[src/rtl/offset_mix_sequencer.sv]
// offset_mix_sequencer
// Sums the throttle, pitch, roll and yaw offset-generator bytes for each of the
// four motors. It uses one shared 11-bit signed accumulator and processes one
// byte per cycle. Each motor result is clamped to [MIN_DUTY, MAX_DUTY] and held
// in a shadow register. All four duties are published together when the mix
// completes.
// Optional feature macro: SLEW_LIMIT_EN. When it is defined, each published duty
// may move at most MAX_STEP away from the value currently on that motor output.
module offset_mix_sequencer #(
  parameter int CENTER   = 20,
  parameter int MIN_DUTY = 0,
  parameter int MAX_DUTY = 100,
  parameter int RST_DUTY = 0
`ifdef SLEW_LIMIT_EN
  ,
  parameter int MAX_STEP = 5
`endif
) (
  input  logic        clk,
  input  logic        rst_n,
  input  logic        start,
  input  logic [31:0] thr_offsets,
  input  logic [31:0] pitch_offsets,
  input  logic [31:0] roll_offsets,
  input  logic [31:0] yaw_offsets,
  output logic        busy,
  output logic        done,
  output logic [7:0]  motor_1_duty,
  output logic [7:0]  motor_2_duty,
  output logic [7:0]  motor_3_duty,
  output logic [7:0]  motor_4_duty
);

  typedef enum logic [1:0] {
    IDLE,
    ACCUM,
    CLAMP,
    DONE
  } state_e;

  // Each motor sums three neutral-centred generators, so the three
  // neutral offsets are removed up front.
  localparam logic signed [10:0] ACC_INIT = 11'(-3 * CENTER);
  localparam logic signed [10:0] MIN_S    = 11'(MIN_DUTY);
  localparam logic signed [10:0] MAX_S    = 11'(MAX_DUTY);
  localparam logic [7:0]         RST_VAL  = 8'(RST_DUTY);

  state_e             state_q, state_d;
  logic signed [10:0] acc_q, acc_d;
  logic [1:0]         motorIdx_q, motorIdx_d;
  logic [1:0]         srcIdx_q, srcIdx_d;
  logic [127:0]       snap_q, snap_d;
  logic [7:0]         shadow_q [4];
  logic [7:0]         shadow_d [4];
  logic [7:0]         duty_q [4];
  logic [7:0]         duty_d [4];

  logic [7:0]         snapByte;
  logic [7:0]         clampRes;
  logic [7:0]         mixRes;

  // The snapshot is packed as {yaw, roll, pitch, thr}, with motor 1 in the
  // low byte of each word. The bit offset is therefore {source, motor, 3'b0}.
  assign snapByte = snap_q[{srcIdx_q, motorIdx_q, 3'b000} +: 8];

  // Clamp the finished signed sum into the allowed duty range.
  always_comb begin
    clampRes = acc_q[7:0];
    if (acc_q < MIN_S) begin
      clampRes = MIN_S[7:0];
    end else if (acc_q > MAX_S) begin
      clampRes = MAX_S[7:0];
    end
  end

`ifdef SLEW_LIMIT_EN
  logic signed [9:0] prev10, res10, hi10, lo10;

  // Limit the step against the duty currently driven on this motor. The math
  // is 10-bit signed so that prev +/- MAX_STEP cannot wrap.
  always_comb begin
    prev10 = $signed({2'b00, duty_q[motorIdx_q]});
    res10  = $signed({2'b00, clampRes});
    hi10   = prev10 + $signed(10'(MAX_STEP));
    lo10   = prev10 - $signed(10'(MAX_STEP));
    mixRes = clampRes;
    if (res10 > hi10) begin
      mixRes = hi10[7:0];
    end else if (res10 < lo10) begin
      mixRes = lo10[7:0];
    end
  end
`else
  assign mixRes = clampRes;
`endif

  // Sequencer next-state logic: snapshot, accumulate four sources, clamp,
  // and repeat for four motors. The edge that enters DONE then publishes
  // all duties at once.
  always_comb begin
    state_d    = state_q;
    acc_d      = acc_q;
    motorIdx_d = motorIdx_q;
    srcIdx_d   = srcIdx_q;
    snap_d     = snap_q;
    shadow_d   = shadow_q;
    duty_d     = duty_q;
    case (state_q)
      IDLE: begin
        if (start) begin
          snap_d     = {yaw_offsets, roll_offsets, pitch_offsets, thr_offsets};
          acc_d      = ACC_INIT;
          motorIdx_d = 2'd0;
          srcIdx_d   = 2'd0;
          state_d    = ACCUM;
        end
      end
      ACCUM: begin
        acc_d    = acc_q + $signed({3'b000, snapByte});
        srcIdx_d = srcIdx_q + 2'd1;
        if (srcIdx_q == 2'd3) begin
          state_d = CLAMP;
        end
      end
      CLAMP: begin
        shadow_d[motorIdx_q] = mixRes;
        acc_d                = ACC_INIT;
        if (motorIdx_q == 2'd3) begin
          // The motor 4 result is still being written into the shadow
          // register on this edge, so it is forwarded straight to the output.
          duty_d[0] = shadow_q[0];
          duty_d[1] = shadow_q[1];
          duty_d[2] = shadow_q[2];
          duty_d[3] = mixRes;
          state_d   = DONE;
        end else begin
          motorIdx_d = motorIdx_q + 2'd1;
          srcIdx_d   = 2'd0;
          state_d    = ACCUM;
        end
      end
      DONE: begin
        state_d = IDLE;
      end
      default: begin
        state_d = IDLE;
      end
    endcase
  end

  // State and datapath registers. Reset aborts any mix in flight and drives
  // the motors off.
  always_ff @(posedge clk or negedge rst_n) begin
    if (!rst_n) begin
      state_q    <= IDLE;
      acc_q      <= '0;
      motorIdx_q <= 2'd0;
      srcIdx_q   <= 2'd0;
      snap_q     <= '0;
      for (int i = 0; i < 4; i++) begin
        shadow_q[i] <= RST_VAL;
        duty_q[i]   <= RST_VAL;
      end
    end else begin
      state_q    <= state_d;
      acc_q      <= acc_d;
      motorIdx_q <= motorIdx_d;
      srcIdx_q   <= srcIdx_d;
      snap_q     <= snap_d;
      shadow_q   <= shadow_d;
      duty_q     <= duty_d;
    end
  end

  assign busy         = (state_q != IDLE);
  assign done         = (state_q == DONE);
  assign motor_1_duty = duty_q[0];
  assign motor_2_duty = duty_q[1];
  assign motor_3_duty = duty_q[2];
  assign motor_4_duty = duty_q[3];

endmodule

[config.mk]
export PLATFORM = sky130hd
export DESIGN_NAME = offset_mix_sequencer
export DESIGN_NICKNAME = d
export VERILOG_FILES = /design/src/rtl/offset_mix_sequencer.sv
export SDC_FILE = /design/constraint.sdc
export NUM_CORES = 1
export LEC_CHECK = 0
export CELL_PAD_IN_SITES_DETAIL_PLACEMENT = 1
export CELL_PAD_IN_SITES_GLOBAL_PLACEMENT = 1
export CORE_UTILIZATION = 30
export CTS_BUF_LIST = sky130_fd_sc_hd__clkbuf_8 sky130_fd_sc_hd__clkbuf_16
export DETAILED_ROUTE_END_ITERATION = 12
export GPL_TIMING_DRIVEN = 0
export PLACE_DENSITY = 0.7
export SYNTH_ARGS = -nofsm -noshare
export SYNTH_HDL_FRONTEND = slang
export SYNTH_SLANG_ARGS = --single-unit
[constraint.sdc]
create_clock -name clk -period 3.7 [get_ports clk]
set_clock_uncertainty 0.1 [all_clocks]
set_input_delay 0.925 -clock clk [delete_from_list [all_inputs] [get_ports clk]]
set_output_delay 0.925 -clock clk [all_outputs]
set_load 0.03 [all_outputs]
* Word level (Yosys, flattened, before mapping) *
Cells that the tools add are included.

operators by class
  bitwise operators = 1
  add/sub/neg operators = 3
  reductions and logical operators = 11
  order comparisons = 4
  muxes and demuxes = 16
  equality and inequality tests = 8
  shift operators = 1

operator list
  operator                                                        number
  variable part select 128 x 8 -> 8 bit                           1
  case mux 11 bit (3 select lines)                                1
  bitwise mux 32 bit                                              1
  two-way mux 8 bit                                               3
  demux 8 bit (select 2 bit)                                      1
  two-way mux 2 bit                                               6
  adder 11 x 9 -> 11 bit                                          1
  greater-than comparator 11 x 8 -> 1 bit, second input constant  1
  < comparator 11 x 1 -> 1 bit, second input constant             1
  two-way mux 11 bit                                              1
  == test 2 bit, second input constant                            4
  case mux 2 bit (4 select lines)                                 1
  AND reduction 2 bit                                             4
  inequality test 2 bit, second input constant                    3
  case mux 2 bit (3 select lines)                                 1
  AND reduction 3 bit                                             2
  adder 2 x 1 -> 2 bit, second input constant                     2
  case mux 2 bit (2 select lines)                                 1
  nonzero test 2 bit                                              2
  greater-or-equal comparator 3 bit, second input constant        1
  < comparator 3 x 1 -> 1 bit, second input constant              1
  NOT 2 -> 3 bit                                                  1
  nonzero test 3 bit                                              1
  == test 2 x 1 -> 1 bit, second input constant                   1
  2 further kinds                                                 2

word-level totals
  output and inout bits = 34
  register bits = 209
  input bits = 131

* Logic depth before layout (Yosys ltp) *
  depth after elaboration = 6
  gate-level depth with buffers = 11

* Worst setup path after synthesis *
OpenSTA, ideal clock, no wires.

  kind = reg-to-reg
  start = reg motorIdx_q[1]
  end = reg acc_q[8]
  data arrival time = 3.133 ns
  period minus slack after synthesis = 3.373 ns
  slack = 0.327 ns
  cell stages (with the launch flop) = 12
  setup time = 0.140 ns
  data required time = 3.460 ns
  path through = dfrtp_1 clkbuf_1 clkbuf_1 mux4_2 mux4_2 ha_1 fa_1 a211oi_1 o21ai_0 a31oi_1 or3_1 nand3_1

between the ends
  longest elaborated chain between the ends = 3

RTL lines
  what                                   line  RTL
  start, declared                        50    logic [1:0] motorIdx_q, motorIdx_d;
  start signal, assigned                 167   motorIdx_q <= motorIdx_d;
  variable part select 128 x 8 -> 8 bit  64    assign snapByte = snap_q[{srcIdx_q, motorIdx_q, 3'b000} +: 8];
  adder 11 x 9 -> 11 bit                 119   acc_d = acc_q + $signed({3'b000, snapByte});
  case mux 11 bit (3 select lines)       108   case (state_q)
  end signal, assigned                   156   acc_q <= '0;
  end signal, assigned                   166   acc_q <= acc_d;
  end, declared                          49    logic signed [10:0] acc_q, acc_d;

Every way passes these cells.
A chain may end at the register's enable or synchronous reset.

* Worst setup path after layout *
  start = reg motorIdx_q[0]
  end = reg acc_q[9]

The elaborated chain is that of the path after synthesis.

==> metrics list <==
- At the pin with the least slew margin, the transition time is 0.990 ns.
- Of the total power, combinational logic draws 39.3%.
- Relative to the synthesized area, the layout overhead comes to 34.1%.
- Count of final max-slew check failures: 0
- Clock input transition at the sequential cells of the worst setup and hold paths: 0.06 ns
* CTS H-tree lvls: 1
- Dividing the detail-routed via count by the number of cells gives 4.80.
- Number of design rule violations left after detail routing: 0
- Top-area cell type share of the netlist area: 55.9%
* Fraction of final layout cells sized beyond drive strength 1: 29.4%
- Synth area leaders: dfrtp_1 56%, mux2_2 19%, mux4_1 8.2%, mux4_2 3.0%, o21ai_0 2.4%
- Synthesis instantiated 39 different standard cells from the library.
* Worst reg2reg path startpoint: motorIdx_q[0]
* Minimum clock period after layout: 3.59 ns
- CP startpoint kind: register
- Input and output buffers added on the ports amount to 164.
- Max-cap violations: 0
- In this run the standard cell core region covers 29600 µm².
- At the worst endpoint, the arrival time is 3.89 ns.
* Clock buffers created by TritonCTS: 24
- Measured along the y axis, the die boundary spans 175 µm.
* Mean cell area of the mapped netlist: 14.7 µm²
- The biggest area contributor in the post-synthesis netlist is dfrtp_1.
- Full die area: 30700 µm²
- Latest clock arrival within the worst-skew pair: 0.52 ns
- Along the worst path, the maximum fanout reaches 10.
- Maximum vdd drop: 0.000388 V
* Die extent in x: 175 µm
* Power per cell area: 829 nW/µm²
* Clock share of power: 25.0%
- For this configuration, the core starts out at a cell density of 30.4%.
- GRT Total Usage: 16.1%
- In the synthesized netlist, the number of instances is 613.
* Aggregate negative setup slack: 0 ns
- Clock root buffer: clkbuf_16
- Io pins: 165
- Min-delay worst type: input pin to async pin
- Routability Congestion: 0.790
- The number of antenna violations at the first check in global routing came to 6.
- Post-synthesis compound-gate area fraction: 4.94%
- Vias in the first global route: 6465
* Final hold violation count: 0
* Power dissipated by switching net loads: 3.24 mW
- Total Power: 10.0 mW
* Pin count of the biggest net entering global routing: 119
* Cts hold-fix bufs: 0
- Max Buffers Root-to-Sink: 3
- After the last flow step, the layout net total stands at 951.
- Wire length per cell after detailed routing: 19.6 µm
- Cell with the most instances after synthesis: dfrtp_1
- Top post-synthesis cells by count: 201 x dfrtp_1, 152 x mux2_2, 47 x nand2_1, 43 x o21ai_0, 28 x mux4_1
- The detail route stage leaves a number of antenna-violating nets equal to 0.
* Reg power frac: 35.7%
- Detailed-route wire length: 23800 µm
- In this run the core area contains 63 standard-cell rows.
* Number of search-and-repair iterations in the first detailed-routing pass: 4
* Netlist area before placement: 8990 µm²
* YS warnings: 0
* Most used flip-flop cell after synthesis: dfrtp_1
* Number of clock sinks: 201
* Remaining global-route overflow: 0
* Crit Path Category: register to register
* Share of the clock period used by the worst path after layout: 96.9%
- After Yosys synthesis, and, or, nand and nor cells account for 3.99% of the synthesized area.
- The share of the Yosys chip area taken by registers is 55.9%.
- The critical path starts at motorIdx_q[0].
* Post-synthesis mux area share: 30.3%
* Number of enable-type register cells in the synthesized netlist: 0
* Result of the run: finished clean
* Highest achievable clock rate: 0.279 GHz
* Max_slew headroom: 34.0%
* Share of synthesized flip-flops with an asynchronous set or reset: 100%
* Final setup viols: 0
* Via count: 5828
* Post-Syn Nets: 758
* Post-Synth XOR/XNOR Area: 0.390%
- Combinational family with the most area after synthesis: multiplexers
* Synthesized-area fraction occupied by adder cells: 2.03%
- Wire length of the first global-routing pass: 37900 µm
- Data on the critical path is required at its endpoint by 4.00 ns.
* Detailed placer's ending HPWL: 17300 µm
- Static power due to leakage: 5.05 nW
* Crit path capture type: register
- Unrepaired setup endpoints after global routing: yes
* Violation count after the first detailed-route iteration: 256
- TritonCTS built the clock tree.
- In this run switching power makes up 32.4% of total power.
- Post-synthesis sequential element count: 201
* Internal Power: 6.76 mW
cell usage in the layout (no fill, tap or decap), drive strengths merged, types with 3 or more instances in the layout:
master	synthesis	routed
clkdlybuf4s50	0	163
a21o	3	3
bufinv	0	5
clkbuf	12	37
dfrtp	201	201
nand2	47	47
ha	13	13
a21oi	7	7
a211oi	4	4
clkinv	0	8
nor2	14	14
a22o	3	3
nor3	6	6
inv	9	10
o21ai	43	43
and2	5	5
buf	21	27
mux2	152	152
nand3	5	5
a31oi	3	3
mux4	40	40
per-layer routing:
metal	track usage, %	vias to the layer above	part of all wire, %
met4	3.30	8	1.8
met2	27.0	138	49
met5	0	-	0.22
met3	4.66	36	6.2
li1	-	2669	-
met1	20.8	2977	43
critical path, cell delays in order, from the launching register on:
cell and delay (ns):
dfrtp_1 0.39, buf_8 0.18, buf_8 0.18, mux4_1 0.64
mux4_2 0.50, ha_1 0.44, nand3_1 0.11, o2111a_1 0.27
o31ai_1 0.31, nand4_1 0.14, a21o_1 0.20
power by group through the flow:
stage	Clock, mW	Sequential (mW)	Combinational (mW)
floorplan	0	3.44	2.77
CTS	2.59	3.58	3.91
detailed placement	0	3.61	3.80
global route	2.68	3.68	4.31
finish	2.50	3.57	3.93
global placement	0	3.57	3.69
registers in the layout, summed over array words and instances, names as in the netlist:
signal / flops
shadow_q: 24
motor_3_duty: 8
motorIdx_q: 2
srcIdx_q: 2
acc_q: 11
motor_2_duty: 8
snap_q: 128
motor_4_duty: 8
state_q: 2
motor_1_duty: 8
cell families (layout without fill, tap and decap cells):
group	Yosys count	in the layout
other cells	0	2
compound gates	75	75
buf+inv	42	250
mux	193	193
fa+ha+maj	14	14
simple gates	84	84
xor+xnor	4	4
flops	201	201
metrics by stage:
stage | setup WS, ns | std cells | cell area (µm²) | hold slack, ns | util (%)
2_1_floorplan | 0.327 | 613 | 8990 | 0.346 | -
3_3_place_gp | -7.32 | 1167 | 11100 | 0.362 | 37.6
3_5_place_dp | -0.702 | 1168 | 11200 | 0.372 | 37.7
4_1_cts | 0.00818 | 1211 | 12000 | 0.307 | 40.7
5_1_grt | -0.0301 | 1211 | 12100 | 0.343 | 40.8
6_report | 0.114 | 1213 | 12100 | 0.293 | 40.8
cell type report:
type	instances	area, µm²
diodes	2	5.00
plain buffers	33	201
clock buffers	27	642
clock inverters	14	209
fillers	3030	17500
inverters	9	33.8
multi-input cells	370	3770
flip-flops and latches	201	5030
well taps	390	488
repair buffers	167	1690
path summary, 6_finish.rpt:
kind / endpoint / slack [ns] / cells past startpoint
max in group asynchronous: acc_q[8] / 2.22 / 2
min: snap_q[1] / 0.29 / 1
max reg2reg: acc_q[9] / 0.11 / 10
min in group clk: motor_4_duty[7] / 0.38 / 1
max: acc_q[9] / 0.11 / 10
min reg2reg: motor_4_duty[7] / 0.38 / 1
repair_timing:
item | CTS | global route
buffers inserted | 2 | 0
cloned | 0 | 0
hold endpoints to repair | 0 | 0
gates resized for setup | 13 | 7
setup endpoints to repair | 7 | 4
pin swaps | 2 | 3
Note: power is estimated with default switching activity, not from simulation.
